===== src/rtl/aes128_package.sv =====
// Shared GF(2^4) tower-field types and constants for the AES S-box datapath.
package aes128_package;

  localparam logic [3:0] BV4_ONE                 = 4'hF;
  localparam int         BV4_MUL_PIPE_MIN_STAGES = 1;
  localparam int         BV4_MUL_PIPE_MAX_STAGES = 3;

  // [0]=a2^a0 [1]=a3^a1 [2]=b2^b0 [3]=b3^b1 [4]=[0]^[1] [5]=[2]^[3]
  // [6]=a1^a0 [7]=b1^b0 [8]=a3^a2 [9]=b3^b2
  typedef logic [9:0] bv4_front_t;
  typedef logic [8:0] bv4_mid_t;

endpackage


===== src/rtl/bv4_mul_split.sv =====
// Single-lane GF(2^4) normal-basis multiplier split into front XOR, AND product and back XOR stages.
module bv4_mul_split
  import aes128_package::*;
(
  input  logic [3:0] i_a,
  input  logic [3:0] i_b,
  output bv4_front_t o_front,
  input  logic [3:0] i_ma,
  input  logic [3:0] i_mb,
  input  bv4_front_t i_mfront,
  output bv4_mid_t   o_mid,
  input  bv4_mid_t   i_mid,
  output logic [3:0] o_c
);

  assign o_front[0] = i_a[2] ^ i_a[0];
  assign o_front[1] = i_a[3] ^ i_a[1];
  assign o_front[2] = i_b[2] ^ i_b[0];
  assign o_front[3] = i_b[3] ^ i_b[1];
  assign o_front[4] = o_front[0] ^ o_front[1];
  assign o_front[5] = o_front[2] ^ o_front[3];
  assign o_front[6] = i_a[1] ^ i_a[0];
  assign o_front[7] = i_b[1] ^ i_b[0];
  assign o_front[8] = i_a[3] ^ i_a[2];
  assign o_front[9] = i_b[3] ^ i_b[2];

  // Low half, high half and the cross term each take three ANDs.
  assign o_mid[0] = i_ma[0] & i_mb[0];
  assign o_mid[1] = i_mfront[6] & i_mfront[7];
  assign o_mid[2] = i_ma[1] & i_mb[1];
  assign o_mid[3] = i_ma[2] & i_mb[2];
  assign o_mid[4] = i_mfront[8] & i_mfront[9];
  assign o_mid[5] = i_ma[3] & i_mb[3];
  assign o_mid[6] = i_mfront[0] & i_mfront[2];
  assign o_mid[7] = i_mfront[4] & i_mfront[5];
  assign o_mid[8] = i_mfront[1] & i_mfront[3];

  assign o_c[0] = i_mid[6] ^ i_mid[8] ^ i_mid[0] ^ i_mid[1];
  assign o_c[1] = i_mid[6] ^ i_mid[7] ^ i_mid[1] ^ i_mid[2];
  assign o_c[2] = i_mid[4] ^ i_mid[3] ^ i_mid[6] ^ i_mid[8];
  assign o_c[3] = i_mid[4] ^ i_mid[5] ^ i_mid[6] ^ i_mid[7];

endmodule


===== src/rtl/bv4_mul_pipe.sv =====
// LANES-wide pipelined GF(2^4) multiplier with valid/ready slots; STAGES selects register cut points.
// Optional squaring mode (in_sqr) is enabled by defining BV4_MUL_PIPE_SQR_EN.
module bv4_mul_pipe
  import aes128_package::*;
#(
  parameter int LANES  = 4,
  parameter int STAGES = 2
) (
  input  logic               in_clock,
  input  logic               in_reset,
  input  logic               in_valid,
  output logic               in_ready,
  input  logic [LANES*4-1:0] in_a,
  input  logic [LANES*4-1:0] in_b,
`ifdef BV4_MUL_PIPE_SQR_EN
  input  logic               in_sqr,
`endif
  output logic               out_valid,
  input  logic               out_ready,
  output logic [LANES*4-1:0] out_c
);

  if (LANES < 1 || LANES > 16) begin : g_bad_lanes
    $error("bv4_mul_pipe: LANES must be 1..16");
  end
  if (STAGES < BV4_MUL_PIPE_MIN_STAGES || STAGES > BV4_MUL_PIPE_MAX_STAGES) begin : g_bad_stages
    $error("bv4_mul_pipe: STAGES must be 1..3");
  end

  logic [LANES-1:0][3:0] w_a, w_b, w_ma, w_mb, w_c, r_c;
  bv4_front_t [LANES-1:0] w_front, w_mfront;
  bv4_mid_t   [LANES-1:0] w_mid, w_bmid;
  logic [STAGES-1:0]      r_vld, w_load, w_prev, w_fill;

  assign w_a = in_a;
`ifdef BV4_MUL_PIPE_SQR_EN
  // Squaring is resolved before the front XORs, so the mode needs no storage downstream.
  assign w_b = in_sqr ? in_a : in_b;
`else
  assign w_b = in_b;
`endif

  // A slot loads when any slot at or beyond it is empty, or the output drains.
  for (genvar k = 0; k < STAGES; k++) begin : g_load
    assign w_load[k] = out_ready | ~(&r_vld[STAGES-1:k]);
  end

  if (STAGES == 1) begin : g_prev1
    assign w_prev = in_valid;
  end else begin : g_prevn
    assign w_prev = {r_vld[STAGES-2:0], in_valid};
  end

  assign w_fill    = w_load & w_prev;
  assign in_ready  = w_load[0];
  assign out_valid = r_vld[STAGES-1];
  assign out_c     = r_c;

  for (genvar l = 0; l < LANES; l++) begin : g_lane
    bv4_mul_split u_split (
      .i_a      (w_a[l]),
      .i_b      (w_b[l]),
      .o_front  (w_front[l]),
      .i_ma     (w_ma[l]),
      .i_mb     (w_mb[l]),
      .i_mfront (w_mfront[l]),
      .o_mid    (w_mid[l]),
      .i_mid    (w_bmid[l]),
      .o_c      (w_c[l])
    );
  end

  if (STAGES == 3) begin : g_front_reg
    logic [LANES-1:0][3:0]  r_a, r_b;
    bv4_front_t [LANES-1:0] r_front;
    always_ff @(posedge in_clock) begin
      if (w_fill[0]) begin
        r_a     <= w_a;
        r_b     <= w_b;
        r_front <= w_front;
      end
    end
    assign w_ma     = r_a;
    assign w_mb     = r_b;
    assign w_mfront = r_front;
  end else begin : g_front_comb
    assign w_ma     = w_a;
    assign w_mb     = w_b;
    assign w_mfront = w_front;
  end

  if (STAGES >= 2) begin : g_mid_reg
    bv4_mid_t [LANES-1:0] r_mid;
    always_ff @(posedge in_clock) begin
      if (w_fill[STAGES-2]) r_mid <= w_mid;
    end
    assign w_bmid = r_mid;
  end else begin : g_mid_comb
    assign w_bmid = w_mid;
  end

  always_ff @(posedge in_clock) begin
    if (in_reset) begin
      r_vld <= '0;
      r_c   <= '0;
    end else begin
      r_vld <= (r_vld & ~w_load) | (w_prev & w_load);
      if (w_fill[STAGES-1]) r_c <= w_c;
    end
  end

endmodule


===== config.mk =====
export PLATFORM = sky130hd
export DESIGN_NAME = bv4_mul_pipe
export DESIGN_NICKNAME = d
export VERILOG_FILES = /design/src/rtl/aes128_package.sv /design/src/rtl/bv4_mul_split.sv /design/src/rtl/bv4_mul_pipe.sv
export SDC_FILE = /design/constraint.sdc
export NUM_CORES = 1
export LEC_CHECK = 0
export ABC_AREA = 1
export ABC_CLOCK_PERIOD_IN_PS = 3500
export CORE_MARGIN = 2
export CORE_UTILIZATION = 30
export DETAILED_ROUTE_END_ITERATION = 7
export DONT_BUFFER_PORTS = 1
export SKIP_LAST_GASP = 1
export SLEW_MARGIN = 15
export SYNTH_ARGS = -nofsm -noshare
export SYNTH_HDL_FRONTEND = slang
export SYNTH_SLANG_ARGS = --single-unit

===== constraint.sdc =====
create_clock -name in_clock -period 3.5 [get_ports in_clock]
set_input_delay 0.7 -clock in_clock [delete_from_list [all_inputs] [get_ports in_clock]]
set_output_delay 0.7 -clock in_clock [all_outputs]
set_load 0.02 [all_outputs]

==> flow_metrics.py <==
metrics = {
    "worst_hold_path": {
        "worstHoldStart": "in_reset",
        "hold_depth": 1,
        "hold_path.class": "input port to flop",
    },
    "worst_setup_path": {
        "path_buf_inv": 0,
        "critPathKind": "flop to primary output",
        "critPathMaxFanout": 5,
        "reg2reg_depth": 4,
        "worstPathRequired_ns": 2.80,
        "cp-start-kind": "flop",
        "worstPathArrival_ns": 1.24,
        "worstSetupEndpointType": "primary output",
        "cpPeakStageDelay_ns": 0.61,
        "r2r_setup_slack_ns": 1.90,
        "cp_top_family": "flip-flops",
        "r2r_end": "out_c[11]",
        "crit_path_top_delay_cell": "dfxtp_1",
        "path_cells": "nand3_1",
    },
    "routing": {
        "drt-initial-drc-count": 74,
        "post_drt_wl_per_cell_microns": 9.436,
        "vias": 2578,
        "drc": 0,
        "first_pass_iters": 4,
        "routed_wirelength_mm": 5.926,
        "postRouteAntennaNets": 0,
        "via_per_inst": 4.105,
    },
    "pwr": {
        "switchingPower_mw": 0.4024,
        "clockPowerShare_pct": 26.7,
        "vdd_drop_max_mv": 0.1811,
        "p_int_mw": 1.049,
        "p_sw_share_pct": 27.73,
        "seq_power_share_pct": 55.3,
        "power_density_nw_per_um2": 404.9,
        "comb_power_share_pct": 18.0,
        "power.leakage_nw": 1.901,
    },
    "clocking": {
        "cts_sinks": 54,
        "clkTransAtPathRegs_ns": 0.09,
        "cts_buffer_depth": 2,
        "cts_inserted_buffers": 5,
        "cts-root-buf": "clkbuf_8",
        "postCtsSetupBuffers": 0,
        "ctsResizeCount": 0,
        "cts_hold_buf": 0,
        "cts_tree": "built",
        "clock_latency_ns": 0.30,
        "htreeDepth": 2,
    },
    "status": {
        "outcome": "complete, no violations",
    },
    "place": {
        "gp_congestion": 0.8429,
        "dp_hpwl_mm": 4.703,
        "dp_slack_ns": 1.602,
        "io_buffers": 0,
    },
    "global_route": {
        "grt_max_degree": 37,
        "antenna_found_initial": 0,
        "grt_pass1_vias": 2420,
        "gr-total-overflow": 0,
        "grt_pass1_wl_mm": 9.825,
        "grt_usage_pct": 10.38,
    },
    "floorplanning": {
        "io-pin-count": 54,
        "core_area_sq_um": 10790,
        "fp.dieW_microns": 109.1,
        "die_area_sq_um": 11910,
        "die_h_microns": 109.1,
        "rows": 38,
        "initial_utilization_pct": 30.71,
    },
    "synth": {
        "syn_avg_cell_area_sq_um": 6.848,
        "synth_top_area_cell": "edfxtp_1",
        "yosys-top-cells-count": "nand2_1 (221), inv_1 (82), nor2_1 (60), edfxtp_1 (36), xnor2_1 (32)",
        "ys_seq_elements": 54,
        "synth_top_area_share_pct": 32.62,
        "synth-edff-count": 36,
        "synth_nets": 520,
        "synth_area_sq_um": 3314,
        "synth_warnings": 0,
        "yosysUniqueCellTypes": 16,
        "synth_most_common_cell": "nand2_1",
        "synth_area_leaders": "edfxtp_1 (33%), nand2_1 (25%), dfxtp_1 (11%)",
        "synth_cells": 484,
        "async_flop_share_pct": 0,
        "synth_ff_type": "edfxtp_1",
        "synth-seq-area-share_pct": 43.49,
    },
    "final_layout": {
        "n_antenna_cell": 0,
        "drive_above_1_share_pct": 2.459,
        "nets": 523,
        "nFillCells": 1118,
        "area_growth_pct": 8.116,
        "regArea_sq_um": 1441,
        "multiInputGateArea_sq_um": 1538,
    },
    "timing": {
        "fin_ws_ns": 1.558,
        "report.final.setup_viol": 0,
        "fin_crit_ns": 1.942,
        "tns_ns": 0,
        "fmax_ghz": 0.5148,
        "rsz0062_at_grt": "false",
        "skew_ns": 0.009832,
        "finalMaxSlewViolations": 0,
        "max_slew_margin_pct": 44.60,
        "worst_slew_pin_slew_ns": 0.8291,
        "min_period_over_period_pct": 55.50,
        "final-hold-violation-count": 0,
    },
    "run": {
        "cap_violations": 0,
    },
}
-- power groups by stage --
stage / Combinational, mW / Clock [mW] / Sequential [mW]
CTS: 0.263 / 0.402 / 0.804
detailed placement: 0.261 / 0 / 0.819
floorplan: 0.226 / 0 / 0.806
global placement: 0.256 / 0 / 0.816
finish: 0.261 / 0.388 / 0.803
global route: 0.309 / 0.423 / 0.811
-- through the flow --
step	std cells	hold slack [ns]	utilization, %	total power, mW	instance area [sq um]
after floorplan	484	0.4864	-	1.033	3314
after global placement	620	0.5228	32.18	1.073	3473
after detailed placement	620	0.5366	32.18	1.081	3473
after CTS	628	0.4454	33.20	1.469	3583
after global routing	628	0.4370	33.20	1.543	3583
final	628	0.4587	33.20	1.451	3583
-- registers in the layout, indices dropped and copies added (netlist names), named ones only --
signal	cells
g_mid_reg.r_mid	36
out_c	16
-- routing by layer --
layer,global-route usage (%),up-vias,routed length (microns)
met1,11.53,1073,2558
met4,4.487,0,153
met3,2.510,13,393
li1,-,1432,-
met5,0,-,0
met2,18.72,60,2822
-- final cells by class --
| class | count | area share [%] |
|---|---|---|
| clock buffer | 8 | 3.073 |
| inverter | 83 | 8.694 |
| multi-input combinational | 342 | 42.91 |
| tap | 140 | 4.888 |
| sequential | 54 | 40.22 |
| timing repair buffer | 1 | 0.2095 |
-- worst max path at each step --
stage               startpoint                 end  slack [ns]  cells past startpoint
finish                    flop            in_ready        1.56                      1
global route              flop            in_ready        1.48                      1
CTS                       flop            in_ready        1.54                      1
detailed placement   out_ready           out_c[11]        1.60                      5
global placement     out_ready           out_c[11]        1.66                      5
floorplan            out_ready  g_mid_reg.r_mid[0]        0.44                      2
-- placed cells by master (no fill, tap or decap) --
| cell | netlist | final |
|---|---|---|
| a31oi_4 | 0 | 1 |
| buf_4 | 1 | 1 |
| a21oi_4 | 1 | 1 |
| inv_2 | 1 | 1 |
| clkbuf_8 | 0 | 8 |
| edfxtp_1 | 36 | 36 |
| dfxtp_1 | 18 | 18 |
| xnor2_1 | 32 | 32 |
| a21oi_1 | 2 | 2 |
| xor2_1 | 8 | 8 |
| nand2_1 | 221 | 221 |
| nor2_1 | 60 | 60 |
| inv_1 | 82 | 82 |
| nand3_1 | 17 | 17 |
-- logic make-up (layout without fill, tap and decap cells) --
family                    count (synthesis)  in the layout  share of synthesized area, %
and+or+nand+nor                         298            298                         34.39
AOI/OAI and AO/OA                         4              4                        0.9818
buffers and inverters                    88             92                         10.57
DFF                                      54             54                         43.49
xor gates and xnor gates                 40             40                         10.57
Power figures use the tool's default switching activity.
